File: src/rtl/dds_controller.sv
// DDS controller: phase accumulator driving a waveform ROM address,
// with continuous and burst modes plus DAC clock/blank/sync strobes.
module dds_controller #(
  parameter int ACC_W   = 16,
  parameter int ADDR_W  = 5,
  parameter int BURST_W = 8
) (
  input  logic               clk,
  input  logic               reset,
  input  logic               start,
  input  logic               stop,
  input  logic               enable,
  input  logic               mode,
  input  logic [ACC_W-1:0]   freq_word,
  input  logic [ADDR_W-1:0]  phase_offset,
  input  logic [BURST_W-1:0] burst_len,
  output logic [ADDR_W-1:0]  address,
  output logic               clk_DA,
  output logic               blank_DA_n,
  output logic               sync_DA_n,
  output logic               busy,
  output logic               done
);

  typedef enum logic [1:0] {
    IDLE,
    RUN,
    DONE
  } state_t;

  state_t state_q, state_n;

  logic [ACC_W-1:0]   acc_q;
  logic [ACC_W-1:0]   fw_q;
  logic [ADDR_W-1:0]  offset_q;
  logic               mode_q;
  logic [BURST_W-1:0] blen_q;
  logic [BURST_W-1:0] wcnt_q;
  logic               sync_q;

  logic [ACC_W:0]     sum;
  logic [BURST_W-1:0] wcnt_inc;
  logic               accept;
  logic               adv;
  logic               wrap;
  logic               last_wrap;

  assign sum      = {1'b0, acc_q} + {1'b0, fw_q};
  assign wcnt_inc = wcnt_q + BURST_W'(1);

  // a zero-length burst would never finish, so such a start is dropped
  assign accept = (state_q == IDLE) && start && !stop
                && !(mode && (burst_len == '0));

  assign adv       = (state_q == RUN) && enable && !stop;
  assign wrap      = adv && sum[ACC_W];
  assign last_wrap = wrap && mode_q && (wcnt_inc == blen_q);

  always_comb begin
    state_n = state_q;
    unique case (state_q)
      IDLE: if (accept) state_n = RUN;
      RUN: begin
        if (stop)           state_n = IDLE;
        else if (last_wrap) state_n = DONE;
      end
      DONE:    state_n = IDLE;
      default: state_n = IDLE;
    endcase
  end

  always_ff @(posedge clk) begin
    if (reset) begin
      state_q  <= IDLE;
      acc_q    <= '0;
      fw_q     <= '0;
      offset_q <= '0;
      mode_q   <= 1'b0;
      blen_q   <= '0;
      wcnt_q   <= '0;
      sync_q   <= 1'b0;
    end else begin
      state_q <= state_n;
      sync_q  <= wrap;
      if (accept) begin
        acc_q    <= '0;
        fw_q     <= freq_word;
        offset_q <= phase_offset;
        mode_q   <= mode;
        blen_q   <= burst_len;
        wcnt_q   <= '0;
      end else if (adv) begin
        // leaving RUN parks the accumulator at zero
        acc_q <= last_wrap ? '0 : sum[ACC_W-1:0];
        if (wrap) begin
          fw_q <= freq_word;
          if (mode_q) wcnt_q <= wcnt_inc;
        end
      end else if ((state_q == RUN) && stop) begin
        acc_q <= '0;
      end
    end
  end

  assign address    = acc_q[ACC_W-1 -: ADDR_W] + offset_q;
  assign clk_DA     = clk;
  assign blank_DA_n = (state_q == RUN);
  assign busy       = (state_q == RUN);
  assign done       = (state_q == DONE);
  assign sync_DA_n  = ~sync_q;

endmodule

File: config.mk
export PLATFORM = sky130hd
export DESIGN_NAME = dds_controller
export DESIGN_NICKNAME = d
export VERILOG_FILES = /design/src/rtl/dds_controller.sv
export SDC_FILE = /design/constraint.sdc
export NUM_CORES = 1
export LEC_CHECK = 0
export BUFFER_PORTS_ARGS = -buffer_cell sky130_fd_sc_hd__buf_2
export CORE_MARGIN = 4
export CORE_UTILIZATION = 40
export CTS_BUF_LIST = sky130_fd_sc_hd__clkbuf_8
export CTS_CLUSTER_DIAMETER = 200
export DETAILED_ROUTE_END_ITERATION = 10
export GPL_TIMING_DRIVEN = 1
export MAX_ROUTING_LAYER = met4
export SLEW_MARGIN = 20
export SYNTH_ARGS = -nofsm -noshare
export SYNTH_HDL_FRONTEND = slang
export SYNTH_SLANG_ARGS = --single-unit
File: constraint.sdc
create_clock -name clk -period 6.25 [get_ports clk]
set_input_delay 0.9375 -clock clk [delete_from_list [all_inputs] [get_ports clk]]
set_output_delay 0.9375 -clock clk [all_outputs]
set_load 0.005 [all_outputs]
==> results of run 1 <==
[stage by stage]
stage / total power, mW / instances / cell area (um^2) / hold slack (ns) / setup WS, ns
final: 0.821 / 499 / 3750 / 0.481 / 1.85
after global routing: 0.864 / 499 / 3750 / 0.508 / 1.84
after CTS: 0.833 / 499 / 3750 / 0.488 / 1.84
after detailed placement: 0.471 / 480 / 3520 / 0.473 / 2.09
after global placement: 0.469 / 480 / 3520 / 0.462 / 2.09
after floorplan: 0.453 / 347 / 3280 / 0.448 / 2.08
[registers in the layout, indices dropped and copies added (netlist names)]
register and count:
acc_q 16, mode_q 1, fw_q 16, sync_q 1, offset_q 5, blen_q 8, state_q 2, wcnt_q 8
[cells in the final DEF, fill, tap and decap left out, drive strengths merged, types with 4 or more instances in the layout]
master and instances:
and3 5, a21o 4, clkbuf 14, nor3 4, a21oi 18, nor2b 7, xnor2 24, mux2i 29
dfxtp 57, nand2 6, buf 44, o21ai 9, a211oi 10, clkinv 4, nand3 9, ha 21
nor2 55, a31oi 4, nand3b 4, a22o 15, xor2 7, inv 11
[cells by family (layout without fill, tap and decap cells)]
group           Yosys count  in the layout  synth area share
flops                    57             57             0.348
buf+inv                  25             75            0.0447
simple gates            105            105             0.165
xor+xnor                 31             31            0.0829
fa+ha+maj                23             23            0.0924
mux                      29             29            0.0886
compound gates           77             77             0.179
[metal layers]
layer,global-route usage,vias to the layer above,share of wire
met5,-,-,0
met4,0.0725,0,0.016
met3,0.0368,10,0.044
met2,0.220,54,0.44
met1,0.202,1177,0.50
li1,-,1340,-
[path summary, 6_finish.rpt]
path | from | cells past startpoint | to | slack (ns)
worst min register to register | acc_q[9] | 1 | acc_q[9] | 0.48
worst max-delay path | clk | 3 | clk_DA | 1.85
worst min-delay path | acc_q[9] | 1 | acc_q[9] | 0.48
worst max register to register | acc_q[0] | 9 | fw_q[14] | 3.04
[power by group]
group          switching, mW  internal [mW]
clock network          0.158          0.208
logic                 0.0401         0.0345
registers            0.00700          0.374
[synthesized netlist by cell type (all sizes together), types with 3 or more instances]
cell type / count / area (um^2)
a21oi: 18 / 101
nand2: 6 / 22.5
inv: 11 / 41.3
xnor2: 24 / 210
a22o: 15 / 131
dfxtp: 57 / 1140
buf: 9 / 86.3
xor2: 7 / 61.3
o21ai: 9 / 48.8
nand2b: 3 / 26.3
clkbuf: 4 / 15.0
mux2i: 29 / 290
ha: 21 / 263
a31oi: 4 / 46.3
nand3b: 4 / 33.8
nor3: 4 / 25.0
a211oi: 10 / 80.1
a21o: 4 / 30.0
nand3: 9 / 45.0
nor2: 55 / 209
and3: 5 / 31.3
nor2b: 7 / 43.8
[area by class of cell]
type,instances,area (um^2)
well taps,102,128
flip-flops and latches,57,1140
repair buffers,43,215
clock buffers,15,198
inverters,12,45.0
clock inverters,5,30.0
multi-input cells,265,1990
fillers,794,4100
[worst max-delay path: stages]
cell and delay (ns):
clkbuf_8 0.11, clkbuf_8 0.12, buf_2 0.11
==> results.md, run 1 <==
- Status: completed
- # resized after CTS: 0
- Layout area overhead: 14.3%
- Remaining Overflow, GRT: 0
- Routed len/inst: 13.8 um
- Post-CTS Hold Fix Bufs: 0
- Skew-Pair Late Insertion Delay: 0.44 ns
- CTS tree: done
- Setup Buffers After CTS: 0
- WP data required: 5.31 ns
- Worst setup SP type: clock port
- Setup violations, final: 0
- Slew HR: 0.521
- Critical path endpoint category: primary output
- Layout cells sized above 1: 0.194
- Global-route wire length before repair: 11700 um
- Hold Fails Final Rpt: 0
- Drt first-iter violations: 112
- Starting Density: 0.418
- Pwr Density: 219 mW/mm^2
- Post-Syn Instances: 347
- Core area: just under 0.008 mm^2
- Post-synthesis async set-or-reset flop share: 0
- Nets: 450
- Post-synth cell types: between 60 and 70
- Placer Congestion: 0.805
- DIE AREA: 0.00970 mm^2
- Crit path DAT: 3.46 ns
- Worst Hold Class: flip-flop to flip-flop
- Final wirelength: 6870 um
- Post-DP HPWL: 5020 um
- I/O pin count: 45
- Layout Utilization: 0.477
- Vias in the first global route: 2501
- Clk pin slew, worst setup/hold paths: 0.06 ns
- DR pass1 iterations: 5
- Routed Antenna Nets: 0
- Gr usage total: 0.153
- Syn nets: roughly 410
- Die X: approximately 100 um
- Setup TNS Final: 0 ns
- RSZ-0062 raised after global routing: false
- Chip height: 98.5 um
- Initial antenna violation count: 0
- Max IR drop VDD: 92.6 uV
- Diode count: 0
- Worst Tran Pin Value: 0.718 ns
- Mapped Area: between 0.003 and 0.004 mm^2
- Slew Viols, Final: 0
- Synth warnings: 0
- Sequential area share after synthesis: 0.348
- CP Class: clock port to primary output
- Post-synth top flop: dfxtp_1
- DRC Markers: 0
- Leakage power: ~1.6 nW
- Post-synth EDFFs: 0
- Max Cap Viol: 0
- Row cnt: 32
- Synthesis-stage register bit count: 57
- Vias after detailed routing: 2581
- Largest net degree at the start of global routing: 34
- CP max FO: 2
- Vias per Instance: 5.17
- Final Skew: 0.0131 ns
- Mapped Avg Cell Area: about 9.4 um^2
- Port Buffers: 44
(Power assumes the default switching activity.)
==> inputs of run 2 (changes only) <==
--- a/config.mk
+++ b/config.mk
@@ -5,6 +5,7 @@
 export SDC_FILE = /design/constraint.sdc
 export NUM_CORES = 1
 export LEC_CHECK = 0
+export ABC_AREA = 1
 export BUFFER_PORTS_ARGS = -buffer_cell sky130_fd_sc_hd__buf_2
 export CORE_MARGIN = 4
 export CORE_UTILIZATION = 40
==> constraint.sdc (replaced) <==
create_clock -name clk -period 3.56 [get_ports clk]
set_input_delay 0.534 -clock clk [delete_from_list [all_inputs] [get_ports clk]]
set_output_delay 0.534 -clock clk [all_outputs]
set_load 0.005 [all_outputs]
==> results.md, run 2 <==
- Status: completed (unchanged)
- Core area: 0.00834 mm^2 (was 0.00785 mm^2)
- Cell with the most instances after synthesis: nand2_1 (was dfxtp_1)
- Global-route wire length before repair: 14200 um (was 11700 um)
- Main area contributors after synthesis: dfxtp_1 33%, nand2_1 12%, ha_1 7.6% (was dfxtp_1 35%, mux2i_1 8.9%, ha_1 8.0%)
- Max IR drop VDD: 290 uV (was 92.6 uV)
- Diode count: 0 (unchanged)
- Final Skew: 0.00854 ns (was 0.0131 ns)
- Slew Viols, Final: 0 (unchanged)
- CTS tree: done (unchanged)
- Seq pwr share: 0.466 (was 0.464)
- P_int: 1.05 mW (was 616 uW)
- Worst slack, placed: 1.01 ns (was 2.09 ns)
- Vias per Instance: 4.98 (was 5.17)
- Layout area overhead: 14.8% (was 14.3%)
- Share of the synthesized area in the top cell type: 0.328 (was 0.348)
- Row cnt: 33 (was 32)
- Worst hold endpoint: state_q[0] (was acc_q[9])
- Switching Share: 0.279 (was 0.250)
- Hold Fails Final Rpt: 0 (unchanged)
- Hold_ws: 0.288 ns (was 0.481 ns)
- Clk pin slew, worst setup/hold paths: 0.06 ns (about the same)
- Crit path DAT: 2.12 ns (was 3.46 ns)
- Hold Crit Depth: 2 (was 1)
- Vias after detailed routing: 3240 (was 2581)
- Sequential area share after synthesis: 0.328 (was 0.348)
- Post-DP HPWL: 6260 um (was 5020 um)
- Post-synth top area cell: dfxtp_1 (unchanged)
- Largest net degree at the start of global routing: 32 (was 34)
- DRC Markers: 0 (unchanged)
- CP max FO: 2 (unchanged)
- Synth warnings: 0 (unchanged)
- Nets: 598 (was 450)
- # resized after CTS: 0 (unchanged)
- RSZ-0062 raised after global routing: false (unchanged)
- Post-synthesis async set-or-reset flop share: 0 (unchanged)
- Initial antenna violation count: 0 (unchanged)
- Area post-placement: 0.00379 mm^2 (was 0.00352 mm^2)
- Placed cells: 631 (was 480)
- Top Registers: acc_q: 16 flops, fw_q: 16 flops (unchanged)
- Clock power share: 0.420 (was 0.446)
- WP data required: 3.03 ns (was 5.31 ns)
- Layout cells sized above 1: 0.196 (was 0.194)
- Worst R2R End: state_q[0] (was fw_q[14])
- DR pass1 iterations: 6 (was 5)
- Fillers: 881 (was 794)
- Most frequent cells after synthesis: 108 x nand2_1, 70 x nor2_1, 57 x dfxtp_1 (was 57 x dfxtp_1, 54 x nor2_1, 29 x mux2i_1)
- Multi-input gate area: 0.00209 mm^2 (was 0.00199 mm^2)
- Die X: 101 um (was 98.5 um)
- Worst Hold Class: primary input to flip-flop (was flip-flop to flip-flop)
- Starting Density: 0.417 (was 0.418)
- Mapped Avg Cell Area: 7.07 um^2 (was 9.44 um^2)
- Setup Buffers After CTS: 0 (unchanged)
- Syn nets: 550 (was 405)
- Critical path endpoint category: primary output (unchanged)
- Fin cells: 650 (was 499)
- Chip height: 101 um (was 98.5 um)
- Post-synth cell types: 32 (was 61)
- Reg2reg start: acc_q[0] (unchanged)
- Pwr Density: 365 mW/mm^2 (was 219 mW/mm^2)
- Post-Syn Instances: 492 (was 347)
- Placer Congestion: 0.851 (was 0.805)
- Most common cell after layout, fill and taps aside: nand2_1 (was dfxtp_1)
- Remaining Overflow, GRT: 0 (unchanged)
- Worst setup SP type: clock port (unchanged)
- Final setup margin: 0.909 ns (was 1.85 ns)
- Post-synth EDFFs: 0 (unchanged)
- Most frequent cells in the layout: 108 x nand2_1, 70 x nor2_1, 57 x dfxtp_1, 44 x buf_2, 41 x inv_1 (was 57 x dfxtp_1, 54 x nor2_1, 44 x buf_2, 29 x mux2i_1, 24 x xnor2_1)
- Drt first-iter violations: 81 (was 112)
- Synthesis-stage register bit count: 57 (unchanged)
- Leakage power: 1.91 nW (was 1.62 nW)
- Routed len/inst: 12.8 um (was 13.8 um)
- NetSw: 407 uW (was 205 uW)
- Slew HR: 0.641 (was 0.521)
- Skew-Pair Late Insertion Delay: 0.45 ns (was 0.44 ns)
- CP Class: clock port to primary output (unchanged)
- Routed Antenna Nets: 0 (unchanged)
- I/O pin count: 45 (unchanged)
- Setup violations, final: 0 (unchanged)
- Post-CTS Hold Fix Bufs: 0 (unchanged)
- Post-synth top flop: dfxtp_1 (unchanged)
- Final wirelength: 8320 um (was 6870 um)
- Setup slack, reg-to-reg: 1.03 ns (was 3.04 ns)
- DIE AREA: 0.0102 mm^2 (was 0.00970 mm^2)
- Storage cell area: 0.00114 mm^2 (unchanged)
- Mapped Area: 0.00348 mm^2 (was 0.00328 mm^2)
- Gate power share: 0.114 (was 0.091)
- Port Buffers: 44 (unchanged)
- Gr usage total: 0.180 (was 0.153)
- Setup TNS Final: 0 ns (unchanged)
- Design Area, Final: 0.00399 mm^2 (was 0.00375 mm^2)
- Depth of the most critical reg-to-reg path: 13 (was 9)
- Worst Tran Pin Value: 0.538 ns (was 0.718 ns)
- Vias in the first global route: 3101 (was 2501)
- Worst Min Path Start: reset (was acc_q[9])
- Max Cap Viol: 0 (unchanged)
## run 2: power by group through the flow
stage	clock network [mW]	registers, mW	logic, mW
finish	0.612	0.679	0.167
global route	0.669	0.682	0.192
CTS	0.631	0.680	0.169
detailed placement	0.0122	0.694	0.167
global placement	0.0122	0.693	0.165
floorplan	0.0182	0.689	0.113
## run 2: critical path, cell delays in order
cell	delay, ns
clkbuf_8	0.11
clkbuf_8	0.12
buf_2	0.11
## run 2: worst max-delay path by stage
stage | start | end | slack, ns | cells past startpoint
floorplan | clk | clk_DA | 1.14 | 1
global placement | acc_q[0] | state_q[1] | 1.09 | 14
finish | clk | clk_DA | 0.91 | 3
CTS | clk | clk_DA | 0.90 | 3
global route | fw_q[0] | acc_q[14] | 0.73 | 13
detailed placement | acc_q[0] | state_q[0] | 1.01 | 13
## run 2: layer usage
layer  wire length, um  global-route usage  share of wire  vias to the layer above
li1                  -                   -              -                     1707
met2              3800               0.277           0.46                       55
met1              4120               0.232           0.49                     1469
met5                 0                   -              0                        -
met3               331              0.0551          0.040                        9
met4                73              0.0470         0.0088                        0
## run 2: final cells by class
type / instances / area share
multi-input combinational: 375 / 0.523
sequential: 57 / 0.286
timing repair buffer: 48 / 0.0633
clock buffer: 13 / 0.0426
inverter: 45 / 0.0423
tap: 105 / 0.0329
clock inverter: 7 / 0.00972
## run 2: kinds of logic (layout without fill, tap and decap cells)
group           after synthesis  after routing  synth area share
compound gates               92             92             0.149
xor+xnor                     16             16            0.0403
fa+ha+maj                    23             23            0.0871
buf+inv                      60            113            0.0716
flops                        57             57             0.328
simple gates                244            244             0.324
## run 2: per-stage QoR
| step | util | total power, mW |
|---|---|---|
| finish | 0.478 | 1.46 |
| detailed placement | 0.454 | 0.873 |
| global placement | 0.454 | 0.870 |
| global route | 0.478 | 1.54 |
| floorplan | - | 0.820 |
| CTS | 0.478 | 1.48 |
==> inputs of run 3 (changes only) <==
==> constraint.sdc (replaced) <==
create_clock -name clk -period 2.4 [get_ports clk]
set_input_delay 0.36 -clock clk [delete_from_list [all_inputs] [get_ports clk]]
set_output_delay 0.36 -clock clk [all_outputs]
set_load 0.005 [all_outputs]
==> results.md, run 3 (synthesized netlist as in run 2, its figures left out) <==
- Setup TNS Final: 0 ns (unchanged)
- Drt first-iter violations: 120 (was 81)
- Worst Hold Class: primary input to flip-flop (unchanged)
- Final wirelength: 8330 um (was 8320 um)
- Worst setup SP type: flip-flop (was clock port)
- CTS tree: done (unchanged)
- Post-CTS Hold Fix Bufs: 0 (unchanged)
- CP Class: flip-flop to primary output (was clock port to primary output)
- Hold Fails Final Rpt: 0 (unchanged)
- WP data required: 2.04 ns (was 3.03 ns)
- Port Buffers: 44 (unchanged)
- # resized after CTS: 0 (unchanged)
- Layout cells sized above 1: 0.206 (was 0.196)
- Slew HR: 0.768 (was 0.641)
- Hold_ws: 0.114 ns (was 0.288 ns)
- Skew-Pair Late Insertion Delay: 0.45 ns (about the same)
- NetSw: 576 uW (was 407 uW)
- DR pass1 iterations: 4 (was 6)
- Fin crit period: between 2 and 2.5 ns
- DRC Markers: 0 (unchanged)
- Pwr Density: 549 mW/mm^2 (was 365 mW/mm^2)
- Switching Share: 0.259 (was 0.279)
- Max Fclk: 447 MHz
- Starting Density: 0.417 (unchanged)
- Crit path max-delay cell type: fa_1 (was clkbuf_8)
- Worst Tran Pin Value: 0.344 ns (was 0.538 ns)
- Most frequent cells in the layout: 108 x nand2_1, 70 x nor2_1, 56 x dfxtp_1, 44 x buf_2, 40 x inv_1 (was 108 x nand2_1, 70 x nor2_1, 57 x dfxtp_1, 44 x buf_2, 41 x inv_1)
- Gr usage total: 0.182 (was 0.180)
- P_int: 1.65 mW (was 1.05 mW)
- Critical path's largest stage delay: 0.40 ns (was 0.12 ns)
- Final Skew: 0.00978 ns (was 0.00854 ns)
- Diode count: 0 (unchanged)
- Seq pwr share: 0.453 (was 0.466)
- Die X: 101 um (unchanged)
- Clk pin slew, worst setup/hold paths: 0.07 ns (was 0.06 ns)
- Global-route wire length before repair: 14500 um (was 14200 um)
- Max Cap Viol: 0 (unchanged)
- Critical path endpoint category: primary output (unchanged)
- Top Registers: acc_q: 16 flops, fw_q: 16 flops (unchanged)
- Core area: 0.00834 mm^2 (unchanged)
- Setup Buffers After CTS: 0 (unchanged)
- Vias per Instance: 4.93 (was 4.98)
- Crit path DAT: 1.88 ns (was 2.12 ns)
- Largest net degree at the start of global routing: 32 (unchanged)
- Layout area overhead: 16.6% (was 14.8%)
- Nets: 603 (was 598)
- Vias after detailed routing: 3226 (was 3240)
- Row cnt: 33 (unchanged)
- Post-DP HPWL: 6240 um (was 6260 um)
- Fin crit share: 0.933
- Remaining Overflow, GRT: 0 (unchanged)
- Routed len/inst: 12.7 um (was 12.8 um)
- Placer Congestion: 0.874 (was 0.851)
- Slew Viols, Final: 0 (unchanged)
- I/O pin count: 45 (unchanged)
- Clock power share: 0.434 (was 0.420)
- Max IR drop VDD: 372 uV (was 290 uV)
- Most common cell after layout, fill and taps aside: nand2_1 (unchanged)
- Status: completed (unchanged)
- DIE AREA: 0.0102 mm^2 (unchanged)
- Leakage power: 1.95 nW (was 1.91 nW)
- Vias in the first global route: 3185 (was 3101)
- Initial antenna violation count: 0 (unchanged)
- Chip height: 101 um (unchanged)
- Routed Antenna Nets: 0 (unchanged)
- Gate power share: 0.113 (was 0.114)
- Power Total: 2.22 mW (was 1.46 mW)
- Setup violations, final: 0 (unchanged)
- RSZ-0062 raised after global routing: false (unchanged)
- Crit-path cells: ha_1 > inv_1 > fa_1 > o21ai_1 > xor2_1 > buf_2 (was clkbuf_8 > clkbuf_8 > buf_2)
- CP max FO: 2 (unchanged)
run 3: critical path, delay by kind of cell, from the launching register on:
kind            cells  cell delay (ns)
flops               1             0.35
fa+ha+maj           2             0.57
buf+inv             2             0.18
compound gates      1             0.18
xor+xnor            1             0.15
run 3: power groups by stage:
stage | clock, mW | sequential, mW | combinational [mW]
floorplan | 0.0270 | 1.02 | 0.168
global placement | 0.0181 | 1.03 | 0.249
detailed placement | 0.0181 | 1.03 | 0.250
CTS | 0.994 | 1.01 | 0.252
global route | 1.04 | 1.01 | 0.289
finish | 0.966 | 1.01 | 0.251
run 3: area by class of cell:
cell class	instances	area, um^2
Inverter	45	171
Timing Repair Buffer	53	290
Sequential cell	57	1140
Tap cell	105	131
Fill cell	843	4290
Clock inverter	3	15.0
Multi-Input combinational cell	375	2090
Clock buffer	16	211
run 3: final timing paths:
check             depth (start not counted)        start    endpoint  slack [ns]
setup / recovery                          6  offset_q[0]  address[4]        0.16
hold / removal                            2        reset  state_q[0]        0.11
setup reg to reg                         13    wcnt_q[0]  state_q[1]        0.22
hold reg to reg                           2    blen_q[7]   blen_q[7]        0.47
run 3: per-stage QoR:
stage | area (um^2) | std cells | util | worst slack [ns]
floorplan | 3480 | 492 | - | 0.419
global placement | 3820 | 636 | 0.458 | 0.213
detailed placement | 3820 | 636 | 0.458 | 0.207
CTS | 4050 | 654 | 0.485 | 0.0275
global route | 4050 | 654 | 0.486 | 0.0216
finish | 4050 | 654 | 0.486 | 0.162
run 3: per-layer routing:
metal  global-route usage  up-vias  wire (um)
met5                    -        -          0
met4               0.0787        0        131
met3               0.0455       13        350
met2                0.268       56       3670
met1                0.235     1433       4170
li1                     -     1724          -
